**src/rtl/state_serve_pkg.sv**
```systemverilog
// state_serve_pkg: shared types and constants for the state_serve slice.
//   holder_state_t : whether the sampled value holder has ever been written.
//   rsp_state_t    : occupancy of the one-entry read response register.
//   FRESH_BIT_W    : width of the optional "fresh" flag prepended to responses.
package state_serve_pkg;

  typedef enum logic {
    EMPTY = 1'b0,
    HELD  = 1'b1
  } holder_state_t;

  typedef enum logic {
    IDLE = 1'b0,
    PEND = 1'b1
  } rsp_state_t;

  localparam int FRESH_BIT_W = 1;

  // Chooses which value an accepted read returns. The same-cycle write is
  // used when the configuration asks for newest data, or when there is no
  // held value yet (the write is then the only thing that can be returned).
  function automatic logic take_write(input logic wr, input logic rd_new,
                                      input holder_state_t holder);
    return wr && (rd_new || (holder == EMPTY));
  endfunction

endpackage

```
**src/rtl/dti_rsp_reg.sv**
```systemverilog
// dti_rsp_reg: one-entry registered producer stage for a valid/ready stream.
// Ports: clk/rst (sync, active-high); load + load_data capture a new entry;
//   valid/ready/data form the producer side; can_load tells the upstream
//   logic that a load this cycle will not overwrite an unconsumed entry.
// Latency 1 cycle from load to valid; with valid && ready a new load is
// accepted in the same cycle, sustaining one transfer per cycle.
module dti_rsp_reg
  import state_serve_pkg::*;
#(
  parameter int DW = 8
) (
  input  logic          clk,
  input  logic          rst,
  input  logic          load,
  input  logic [DW-1:0] load_data,
  output logic          can_load,
  output logic          valid,
  input  logic          ready,
  output logic [DW-1:0] data
);

  rsp_state_t state;
  rsp_state_t state_nxt;

  always_ff @(posedge clk) begin
    if (rst) begin
      state <= IDLE;
    end else begin
      state <= state_nxt;
    end
  end

  // A load always wins over the drain: the register stays PEND with the new
  // entry when the old one is consumed in the same cycle.
  always_comb begin
    state_nxt = state;
    if (load) begin
      state_nxt = PEND;
    end else if ((state == PEND) && ready) begin
      state_nxt = IDLE;
    end
  end

  // Data is only written on load, so it is stable while PEND and stalled.
  always_ff @(posedge clk) begin
    if (rst) begin
      data <= '0;
    end else if (load) begin
      data <= load_data;
    end
  end

  assign valid    = (state == PEND);
  assign can_load = !valid || ready;

endmodule

```
**src/rtl/state_serve.sv**
```systemverilog
// state_serve: holds the latest value of a free-running write stream and
// serves it to a request/response read port with full valid/ready handshake.
// Ports:
//   clk, rst                           clock, synchronous active-high reset
//   din_valid/din_ready/din_data       write stream, din_ready tied to 1
//   rd_req_valid/rd_req_ready/rd_req_data   read request token (data ignored)
//   rd_data_valid/rd_data_ready/rd_data_data read response, 1 cycle after accept
// Optional build macro STATE_SERVE_FRESH_EN: response gains an MSB flag that
// reports whether the value was written since the previous accepted read.
module state_serve
  import state_serve_pkg::*;
#(
  parameter int           W          = 8,
  parameter int           RW         = 1,
  parameter bit           RD_NEW     = 1'b1,
  parameter logic [W-1:0] INIT       = '0,
  parameter bit           INIT_VALID = 1'b0
) (
  input  logic          clk,
  input  logic          rst,
  input  logic          din_valid,
  output logic          din_ready,
  input  logic [W-1:0]  din_data,
  input  logic          rd_req_valid,
  output logic          rd_req_ready,
  input  logic [RW-1:0] rd_req_data,
  output logic          rd_data_valid,
  input  logic          rd_data_ready,
`ifdef STATE_SERVE_FRESH_EN
  output logic [W:0]    rd_data_data
`else
  output logic [W-1:0]  rd_data_data
`endif
);

`ifdef STATE_SERVE_FRESH_EN
  localparam int DW = W + FRESH_BIT_W;
`else
  localparam int DW = W;
`endif

  holder_state_t holder;
  holder_state_t holder_nxt;
  logic [W-1:0]  held;

  logic          avail;
  logic          can_load;
  logic          accept;
  logic          use_din;
  logic [W-1:0]  load_val;
  logic [DW-1:0] load_data;

  // The request payload carries no information; fold it into a sink.
  logic          req_unused;
  assign req_unused = ^rd_req_data;

  // Writes are never throttled.
  assign din_ready = 1'b1;

  // ---------------------------------------------------------------------
  // Holder: last write always wins, EMPTY only until the first write.
  // ---------------------------------------------------------------------
  always_ff @(posedge clk) begin
    if (rst) begin
      holder <= INIT_VALID ? HELD : EMPTY;
      held   <= INIT_VALID ? INIT : '0;
    end else begin
      holder <= holder_nxt;
      if (din_valid) begin
        held <= din_data;
      end
    end
  end

  always_comb begin
    holder_nxt = holder;
    if (din_valid) begin
      holder_nxt = HELD;
    end
  end

  // ---------------------------------------------------------------------
  // Request acceptance. A same-cycle write makes a value available even in
  // EMPTY, so the first read can complete alongside the first write.
  // ---------------------------------------------------------------------
  assign avail        = (holder == HELD) || din_valid;
  assign rd_req_ready = avail && can_load;
  assign accept       = rd_req_valid && rd_req_ready;

  assign use_din  = take_write(din_valid, RD_NEW, holder);
  assign load_val = use_din ? din_data : held;

`ifdef STATE_SERVE_FRESH_EN
  // Fresh flag: set by a write the reader has not yet seen, cleared when a
  // read consumes it. A write that lands together with an accept but is not
  // the value returned (RD_NEW=0 with a held value) stays unseen, so the
  // flag remains set for the next read.
  logic fresh;

  always_ff @(posedge clk) begin
    if (rst) begin
      fresh <= INIT_VALID;
    end else if (din_valid && !(accept && use_din)) begin
      fresh <= 1'b1;
    end else if (accept) begin
      fresh <= 1'b0;
    end
  end

  assign load_data = {fresh | use_din, load_val};
`else
  assign load_data = load_val;
`endif

  // ---------------------------------------------------------------------
  // Response register.
  // ---------------------------------------------------------------------
  dti_rsp_reg #(
    .DW(DW)
  ) u_rsp (
    .clk      (clk),
    .rst      (rst),
    .load     (accept),
    .load_data(load_data),
    .can_load (can_load),
    .valid    (rd_data_valid),
    .ready    (rd_data_ready),
    .data     (rd_data_data)
  );

endmodule
```
**config.mk**
```make
export PLATFORM = sky130hd
export DESIGN_NAME = state_serve
export DESIGN_NICKNAME = d
export VERILOG_FILES = /design/src/rtl/state_serve_pkg.sv /design/src/rtl/dti_rsp_reg.sv /design/src/rtl/state_serve.sv
export SDC_FILE = /design/constraint.sdc
export NUM_CORES = 1
export LEC_CHECK = 0
export BUFFER_PORTS_ARGS = -buffer_cell sky130_fd_sc_hd__buf_2
export CAP_MARGIN = 10
export CORE_AREA = 2 2 40 42
export CTS_BUF_LIST = sky130_fd_sc_hd__clkbuf_8
export CTS_CLUSTER_DIAMETER = 50
export DETAILED_ROUTE_END_ITERATION = 7
export DIE_AREA = 0 0 42 44
export PLACE_DENSITY = 0.89
export SLEW_MARGIN = 40
export SYNTH_ARGS = -nofsm -noshare
export SYNTH_HDL_FRONTEND = slang
export SYNTH_SLANG_ARGS = --single-unit
```
**constraint.sdc**
```tcl
create_clock -name clk -period 3.05 [get_ports clk]
set_input_delay 0.4575 -clock clk [delete_from_list [all_inputs] [get_ports clk]]
set_output_delay 0.4575 -clock clk [all_outputs]
set_load 0.02 [all_outputs]
```
# After elaboration in Yosys (flattened, before gate mapping)
# Index checks and enable logic that the tools add are counted.
# totals
ramBits	0
mem_count	0
ff_bits	18
input_bits	14
mem_bits_ro	0
elab_cells	14
latchBits	0
# classes
n_shift	0
mul	0
magnitude_cmp	0
muxes	3
n_eq_ne	0
n_bitwise	0
reduce_logical	7
n_addsub	0
div_mod_pow	0
# op_table
op	n
2-to-1 mux 8 bit	1
logical AND 1 bit	3
logical OR 1 bit	2
2-to-1 mux 1 bit	2
nonzero test 2 bit	1
zero test 1 bit	1

# Depth between registers and ports, before layout
# logic_depth
depth_word	5
mapped_depth	4
depth_no_buf	3

# By module
# Synthesis repeated with hierarchy kept, for this count alone.
# unflattened
hier_cells	62
area_unflattened_um2	715.7
# modules_own_cells
module	seq_area_each_um2	n_inst	area_per_inst_um2	cells_per_inst
state_serve	180.2	1	394.1	32
dti_rsp_reg	180.2	1	321.6	30

# Worst setup path after synthesis
# No wires, ideal clock.
# synth_path
path_type	input to output
start	input rd_data_ready
end	output rd_req_ready
slack_ns	1.726
required_ns	2.592
arrival_time_ns	0.867
cell_stages	2
n_path_buf	0
cell_sequence	nand2b_1 o21a_1
# synth_via
elab_chain_len	2
# synth_rtl
item	line	source
from (decl)	state_serve.sv:28	input logic rd_data_ready,
logical OR 1 bit	dti_rsp_reg.sv:54	assign can_load = !valid || ready;
logical AND 1 bit	state_serve.sv:87	assign rd_req_ready = avail && can_load;
to (decl)	state_serve.sv:25	output logic rd_req_ready,
# Every way passes these cells.

# Worst setup path in the final report
# Ends and elaborated chain as after synthesis.

==> impl_metrics.csv <==
group,metric,value,unit
routing,ant_nets,0,
floorplanning,chipHeight,44,um
yosys,ys_seq_area_frac,0.523,
flow_run,maxCapViolCount,0,
final_layout,commonest_cells_after_routing_fill_and_taps_aside,"22 x buf_2, 18 x dfxtp_1, 9 x nor2_1",
run_status,status,"completed",
clocking,post-cts-setup-buffer-count,0,
routing,post_drt_via_cell_ratio,4.67,
placed_design,buffer_ports.inserted,22,
critical_path,worst-endpoint-required,2.59,ns
routing,via_count,458,
critical_path,worst_r2r_dst,"u_rsp.data[0]",
timing,min_cycle_time_layout,1.50,ns
final_layout,final_nets,98,
critical_path,critPathKind,"input pin to output pin",
yosys,synth.ff_latch_count,18,
routing,drt_iter0_markers,4,
timing,fin_crit_sh,0.491,
yosys,post_synth_inst_count,60,
clocking,post_cts.resized_instances,0,
hold_path,worst_hold_path.endpoint,"held[7]",
routing,avgRoutedWirePerCell,11.6,um
timing,achievable-frequency,668,MHz
routing,drt-pass1-iter-count,3,
power_and_ir_drop,p_leak,0.415,nW
yosys,net_count_after_synthesis,74,
routing,residual_drc,0,
clocking,root_buffer,"clkbuf_8",
floorplanning,effective_utilization_at_floorplan,0.486,
floorplanning,chipWidth,42,um
power_and_ir_drop,power_density_over_the_cells,567,mW/mm2
timing,maximum_clock_skew_at_final_layout,0.00163,ns
final_layout,layout-drive-gt1-share,0.427,
routing,routed_wire_length,1.14,mm
yosys,syn_area,689,um2
critical_path,crit_arrival,1.04,ns
final_layout,layout_commonest_cell,"buf_2",
placed_design,dpl.hpwl,804,um
clocking,tritoncts,"yes",
hold_path,hold_depth,3,
timing,setup-tns-final,0,ns
clocking,clk_path_buf_depth,2,
clocking,clock-sinks,18,
hold_path,timing.hold.worst.class,"input pin to flip-flop",
timing,timing_hold_violations_final,0,
clocking,cts.reportedPaths.clkPinSlew,0.06,ns
floorplanning,num_rows,14,
grt,via_count_of_the_first_global_routing_pass,465,
grt,remaining_overflow_grt,0,
clocking,clock_latency,0.24,ns
grt,largest_net_degree_at_the_start_of_global_routing,19,
placed_design,place.gp.congestion,0.615,
yosys,ys_warn_count,0,
power_and_ir_drop,vdd_drop_max,0.000360,V
yosys,synth.lib_cells_used.distinct,13,
timing,timing.final.setup_violations,0,
floorplanning,fp.dieArea,0.00185,mm2
final_layout,num_antenna_cells,0,
critical_path,crit_path_launch_type,"input pin",
floorplanning,design.core.area,0.00142,mm2
critical_path,reg2reg_setup_slack,1.94,ns
floorplanning,io-pin-count,25,
clocking,cts_hold_bufs,0,
grt,antenna_found_initial,0,
critical_path,reg2regPathDepth,3,
critical_path,launch_point_of_the_worst_reg_to_reg_path,"holder",
clocking,cts-htree-levels,1,
critical_path,worstPathMaxFanout,3,
final_layout,syn_to_final_growth,21.1,%
yosys,synthesis.area_per_instance,11.5,um2
clocking,numCtsBuffers,3,
critical_path,critical_path.endpoint_type,"output pin",
grt,wire_length_of_the_first_global_routing_pass,1.95,mm
power_and_ir_drop,finalPower,473,uW
hold_path,holdCritStartpoint,"din_data[7]",
timing,slew_viol_final,0,
timing,grt_setup_unrepaired,"no",
grt,grtUsageTotal,0.144,
[cell families (layout without fill, tap and decap cells)]
logic type,after synthesis,after routing,synth area share
AOI/OAI and AO/OA,2,2,0.0181
and+or+nand+nor,20,20,0.169
DFF,18,18,0.523
other,1,1,0.00544
muxes,16,16,0.247
buffers and inverters,3,25,0.0381
[sequential cells by signal, indices dropped and copies added (netlist names)]
| name | cells |
|---|---|
| held | 8 |
| u_rsp.data | 8 |
| holder | 1 |
| u_rsp.valid | 1 |
[layer usage]
| metal | share of wire | GRT usage | vias to the layer above |
|---|---|---|---|
| met1 | 0.47 | 0.165 | 196 |
| met5 | 0 | 0 | - |
| li1 | - | - | 243 |
| met3 | 0.059 | 0.0542 | 2 |
| met2 | 0.47 | 0.234 | 17 |
| met4 | 0.0044 | 0.0774 | 0 |
[worst max-delay path: stages]
cell and delay (ns):
buf_2 0.09, nand2b_1 0.20, o21a_1 0.14, buf_2 0.15
[stage by stage]
| stage | utilization | setup slack, ns | hold slack, ns | area, um2 | instances |
|---|---|---|---|---|---|
| global route | 0.588 | 1.53 | 0.504 | 835 | 98 |
| detailed placement | 0.559 | 1.55 | 0.490 | 793 | 95 |
| finish | 0.588 | 1.55 | 0.483 | 835 | 98 |
| floorplan | - | 1.73 | 0.460 | 689 | 60 |
| global placement | 0.559 | 1.55 | 0.472 | 793 | 95 |
| CTS | 0.588 | 1.55 | 0.483 | 835 | 98 |
[synth_stat cells, drive strengths merged]
cell     n  area (um2)
dfxtp   18         360
nor2    10        40.0
mux2     8        90.1
mux2i    8        80.1
nor2b    8        50.1
buf      3        26.3
a21oi    1        5.00
conb     1        3.75
nand2b   1        6.26
nand3b   1        20.0
o21a     1        7.51
[report_power, final]
part | internal [mW] | switching, mW
sequential | 0.249 | 0.00482
clock | 0.0874 | 0.0695
combinational | 0.0287 | 0.0336
[cell type report]
class	instances	area, um2
Multi-Input combinational cell	39	303
Clock buffer	3	41.3
Timing Repair Buffer	22	110
Tap cell	16	20.0
Sequential cell	18	360
Fill cell	123	584
[worst max path at each step]
stage	end	from	cells past startpoint	slack, ns
2_1_floorplan	rd_req_ready	rd_data_ready	2	1.73
3_3_place_gp	rd_req_ready	din_valid	3	1.55
3_5_place_dp	rd_req_ready	rd_data_ready	4	1.55
4_1_cts	rd_req_ready	rd_data_ready	4	1.55
5_1_grt	rd_req_ready	rd_data_ready	4	1.53
6_report	rd_req_ready	rd_data_ready	4	1.55
No activity file was read; power rests on OpenSTA's default activity.
